<file path="src/rtl/gray_conv_pkg.sv">
// Shared types and helpers for the arbitrated Gray-to-binary datapath.
// The stage record is sized for the widest supported configuration.
package gray_conv_pkg;

  localparam int MAX_DATA_W = 64;
  localparam int MAX_ID_W   = 4;

  // Requester tag width; a single requester still gets a 1-bit tag.
  function automatic int calc_id_w(input int num_req);
    return (num_req <= 1) ? 1 : $clog2(num_req);
  endfunction

  typedef struct packed {
    logic                  valid;
    logic [MAX_ID_W-1:0]   id;
    logic [MAX_DATA_W-1:0] data;
  } stage_t;

endpackage

</file>
<file path="src/rtl/gray2bin_comb.sv">
// Purely combinational Gray-to-binary converter.
// Each binary bit is the XOR of all Gray bits at and above it.
module gray2bin_comb #(
  parameter int DATA_WIDTH = 16
) (
  input  logic [DATA_WIDTH-1:0] gray,
  output logic [DATA_WIDTH-1:0] bin
);

  logic acc;

  always_comb begin
    acc = 1'b0;
    bin = '0;
    for (int i = DATA_WIDTH - 1; i >= 0; i--) begin
      acc    = acc ^ gray[i];
      bin[i] = acc;
    end
  end

endmodule

</file>
<file path="src/rtl/gray_conv_arbiter.sv">
// Round-robin arbiter feeding one shared two-stage Gray-to-binary pipeline;
// results leave on a single valid/ready port tagged with the requester index.
module gray_conv_arbiter
  import gray_conv_pkg::*;
#(
  parameter int  DATA_WIDTH = 16,
  parameter int  NUM_REQ    = 4,
  localparam int ID_W       = calc_id_w(NUM_REQ)
) (
  input  logic                          clk,
  input  logic                          resetn,
  input  logic [NUM_REQ-1:0]            req_valid,
  input  logic [NUM_REQ*DATA_WIDTH-1:0] req_gray,
  output logic [NUM_REQ-1:0]            req_ready,
  output logic                          out_valid,
  input  logic                          out_ready,
  output logic [DATA_WIDTH-1:0]         out_bin,
  output logic [ID_W-1:0]               out_id
);

  logic [DATA_WIDTH-1:0] gray_p0 [NUM_REQ];
  logic [ID_W-1:0]       rr_ptr;
  logic [ID_W-1:0]       rr_nxt;
  logic [ID_W-1:0]       gnt_id;
  logic [ID_W-1:0]       idx;
  logic                  gnt_any;
  logic                  take_p0;
  logic                  s1_load;
  logic                  s2_load;
  logic [DATA_WIDTH-1:0] bin_p1;
  stage_t                st_p1;
  stage_t                st_p2;
  logic                  unused_hi;

  for (genvar r = 0; r < NUM_REQ; r++) begin : g_unpack
    assign gray_p0[r] = req_gray[r*DATA_WIDTH +: DATA_WIDTH];
  end

  // p0: round-robin search starting at rr_ptr
  always_comb begin
    gnt_any = 1'b0;
    gnt_id  = '0;
    idx     = '0;
    for (int i = 0; i < NUM_REQ; i++) begin
      idx = ID_W'((int'(rr_ptr) + i) % NUM_REQ);
      if (!gnt_any && req_valid[idx]) begin
        gnt_any = 1'b1;
        gnt_id  = idx;
      end
    end
  end

  assign rr_nxt = (gnt_id == ID_W'(NUM_REQ - 1)) ? '0 : gnt_id + 1'b1;

  assign s2_load = !st_p2.valid || (out_valid && out_ready);
  assign s1_load = !st_p1.valid || s2_load;
  // Reset gates ready combinationally so no handshake completes while held.
  assign take_p0 = resetn && gnt_any && s1_load;

  always_comb begin
    req_ready = '0;
    if (take_p0) begin
      req_ready[gnt_id] = 1'b1;
    end
  end

  gray2bin_comb #(
    .DATA_WIDTH (DATA_WIDTH)
  ) u_gray2bin (
    .gray (st_p1.data[DATA_WIDTH-1:0]),
    .bin  (bin_p1)
  );

  // p0 -> p1 -> p2 register stages
  always_ff @(posedge clk or negedge resetn) begin
    if (!resetn) begin
      rr_ptr <= '0;
      st_p1  <= '0;
      st_p2  <= '0;
    end else begin
      if (take_p0) begin
        rr_ptr     <= rr_nxt;
        st_p1.id   <= MAX_ID_W'(gnt_id);
        st_p1.data <= MAX_DATA_W'(gray_p0[gnt_id]);
      end
      if (s1_load) begin
        st_p1.valid <= take_p0;
      end
      if (s2_load) begin
        st_p2.valid <= st_p1.valid;
        if (st_p1.valid) begin
          st_p2.id   <= st_p1.id;
          st_p2.data <= MAX_DATA_W'(bin_p1);
        end
      end
    end
  end

  assign out_valid = st_p2.valid;
  assign out_bin   = st_p2.data[DATA_WIDTH-1:0];
  assign out_id    = st_p2.id[ID_W-1:0];

  // Record bits above this instance's widths are always zero and never read.
  assign unused_hi = ^{st_p1.id, st_p1.data, st_p2.id, st_p2.data};

endmodule

</file>
<file path="config.mk">
export PLATFORM = sky130hd
export DESIGN_NAME = gray_conv_arbiter
export DESIGN_NICKNAME = d
export VERILOG_FILES = /design/src/rtl/gray_conv_pkg.sv /design/src/rtl/gray2bin_comb.sv /design/src/rtl/gray_conv_arbiter.sv
export SDC_FILE = /design/constraint.sdc
export NUM_CORES = 1
export LEC_CHECK = 0
export ABC_AREA = 1
export BUFFER_PORTS_ARGS = -buffer_cell sky130_fd_sc_hd__buf_2
export CORE_ASPECT_RATIO = 1.1
export CORE_MARGIN = 2
export CORE_UTILIZATION = 54
export DETAILED_ROUTE_END_ITERATION = 12
export HOLD_SLACK_MARGIN = 0.06
export PLACE_DENSITY = 0.86
export SYNTH_ARGS = -nofsm -noshare
export SYNTH_HDL_FRONTEND = slang
export SYNTH_SLANG_ARGS = --single-unit
</file>
<file path="constraint.sdc">
create_clock -name clk -period 4.6 [get_ports clk]
set_input_delay 0 -clock clk [delete_from_list [all_inputs] [get_ports clk]]
set_output_delay 0 -clock clk [all_outputs]
set_load 0.05 [all_outputs]
</file>
==> results_dict.tcl <==
set metrics [dict create \
    rsz0062_at_grt "no" \
    post-dp-hpwl_um 4920 \
    initial_utilization 0.564 \
    cp_max_stage_cell "sky130_fd_sc_hd__dlygate4sd3_1" \
    cts_root_buffer "sky130_fd_sc_hd__clkbuf_8" \
    cts_bufs_inserted 5 \
    cp_num_buf_inv 4 \
    mostFrequentLayoutCell "sky130_fd_sc_hd__buf_2" \
    syn-mean-instance-area_um2 7.70 \
    whs_endpoint "st_p1[11]" \
    antenna_found_initial 0 \
    synth.mux.area_fraction 0.0114 \
    core_region_area_um2 4650 \
    clockBufferDepth 2 \
    mostFrequentLayoutCells "sky130_fd_sc_hd__buf_2 (93), sky130_fd_sc_hd__nor2_1 (55), sky130_fd_sc_hd__nand2_1 (45)" \
    timing.slew.headroom 0.392 \
    post-route-period-util 0.803 \
    flow.area_growth_from_synthesis_pct 28.2 \
    timing.fmax_ghz 0.271 \
    global_route_wire_length_before_repair_um 12000 \
    post_synth_xor_area_fraction 0.00334 \
    regToRegStartpoint "rr_ptr[0]" \
    final.setup.tns_ps 0 \
    reg2reg_depth 14 \
    cts.clk_slew.worst_paths_ps 80 \
    status "finished clean" \
    unique_masters_post_synth 28 \
    seq_area_frac_synth 0.381 \
    via_per_inst 5.56 \
    critical_path_start_type "flop" \
    timing_hold_violations_final 0 \
    syn_area_um2 2630 \
    floorplan.rows 26 \
    finalClockSkew_ps 7.26 \
    dr.pass1.iters 4 \
    synth_simple_gate_area_frac 0.314 \
    path_delay_family "buffers and inverters" \
    postSynthNetCount 416 \
    final-max-slew-violation-count 0 \
    clock_sinks 40 \
    cts_htree_levels 2 \
    rrSetupSlack_ps 910 \
    first_global_vias 2664 \
    io_pins 94 \
    max_cap_viol_count 0 \
    critical_path.most_common_cell "sky130_fd_sc_hd__nor2_1" \
    routed-via-count 2795 \
    wl_per_cell_um 13.8 \
    worstHoldStart "req_gray[27]" \
    drive_gt1_frac 0.318 \
    timing.critical_path.cells "xnor2_1, nor2_1, a21oi_1, inv_1, nor2_1, nand2_1, nor2_1, inv_1, o211ai_1, nand2_2, inv_2, o21ai_0, o221ai_1, dlygate4sd3_1" \
    synth_compound_gate_area_share 0.184 \
    port_buffers 93 \
    cts_hold_buf 18 \
    post-route-min-period_ps 3690 \
    dr.first_iter.drc_count 176 \
    fin_nets 521 \
    main_combinational_cell_family_by_area_after_synthesis "simple AND/OR/NAND/NOR gates" \
    synthAdderAreaFrac 0.0191 \
    postCtsResizedCells 0 \
    critical_path_class "reg2reg" \
    crit_path_arrival_time_ps 3930 \
    cts_post_setup_buffers_inserted 0 \
    critical_path_data_required_time_ps 4840 \
    clkLatencyLatePin_ps 300 \
    ant_nets 0 \
    die_height_um 77.1 \
    endpoint_kind "flop" \
    critical_path.max_stage_delay_ps 580 \
    setup_viol_count_final 0 \
    synth.yosys.warnings 0 \
    hold_removal_path_class "in2reg" \
    holdPathStages 5 \
    pin_count_of_the_biggest_net_entering_global_routing 42 \
    regToRegEndpoint "st_p1[13]" \
    drc 0 \
    max_slew.worst_pin.slew_ps 912 \
    gpl.final_weighted_congestion 0.883 \
    antennaDiodeCount 0 \
    synth-seq-cells 40 \
    fp.dieArea_um2 5440 \
    routed_wirelength_um 6950 \
    die_width_um 70.5 \
    timing.critical_path.fanout_max 35 \
    remaining_global_route_overflow 0 \
    cts_tree "yes" \
    grt_usage 0.275 \
    syn_inst 341 \
]
## cell usage after synthesis (all sizes together)
cell type	count	area, µm²
a21oi	5	25.0
a31oi	10	62.6
buf	9	72.6
clkbuf	5	18.8
dfrtp	40	1000
ha	4	50.1
inv	37	139
mux2i	3	30.0
nand2	54	230
nand3	45	355
nand3b	1	7.51
nand4	1	6.26
nor2	56	218
o211ai	2	15.0
o21ai	51	259
o221ai	8	70.1
o22ai	8	50.1
or2	1	6.26
xnor2	1	8.76
## registers in the layout, summed over array words and instances, names as in the netlist
register   flops
rr_ptr         2
st_p1         19
out_bin       16
out_id         2
out_valid      1
## worst min-delay path, stage by stage
cell                      delay, ps
sky130_fd_sc_hd__buf_2           80
sky130_fd_sc_hd__nor2_1          40
sky130_fd_sc_hd__o22ai_1        120
sky130_fd_sc_hd__nand2_1         70
sky130_fd_sc_hd__o21ai_1         60
## metrics by stage
step / hold slack, ps / setup WS, ps / cell area, µm² / util / std cells
2_1_floorplan: -296 / 1920 / 2630 / - / 341
3_3_place_gp: 173 / 1610 / 3080 / 0.661 / 477
3_5_place_dp: 187 / 1400 / 3080 / 0.661 / 477
4_1_cts: 103 / 1050 / 3360 / 0.723 / 503
5_1_grt: 144 / 458 / 3360 / 0.723 / 503
6_report: 103 / 907 / 3360 / 0.723 / 503
## layer usage
metal	wire length (µm)	global-route usage
met1	2890	0.344
met2	3450	0.463
met3	427	0.0526
met4	174	0.112
met5	0	0
## cell type report
cell class                 instances  area, µm²
sequential                        40       1000
inverter                          37        139
clock inverter                     2       35.0
timing repair buffer             112        653
clock buffer                       6       72.6
tap                               56       70.1
fill                             369       1290
multi-input combinational        250       1390
## kinds of logic (layout without fill, tap and decap cells)
logic type / count (synthesis) / count (layout)
compound gates: 84 / 84
xor+xnor: 1 / 1
fa+ha+maj: 4 / 4
buf+inv: 51 / 157
flops: 40 / 40
mux: 3 / 3
simple gates: 158 / 158
## worst max-delay path by stage
stage                     startpoint           end  slack (ps)  cells after the start
after global routing       rr_ptr[0]      st_p1[6]         460                     14
final                      rr_ptr[0]     st_p1[13]         910                     14
after global placement     rr_ptr[0]  req_ready[3]        1610                     17
after CTS                  rr_ptr[0]      st_p1[0]        1050                     16
after floorplan            rr_ptr[0]  req_ready[3]        1920                     16
after detailed placement   rr_ptr[0]  req_ready[3]        1400                     17
Power is not shown: default switching activity piles up to over one toggle a cycle in this logic, so the estimate is an artifact.
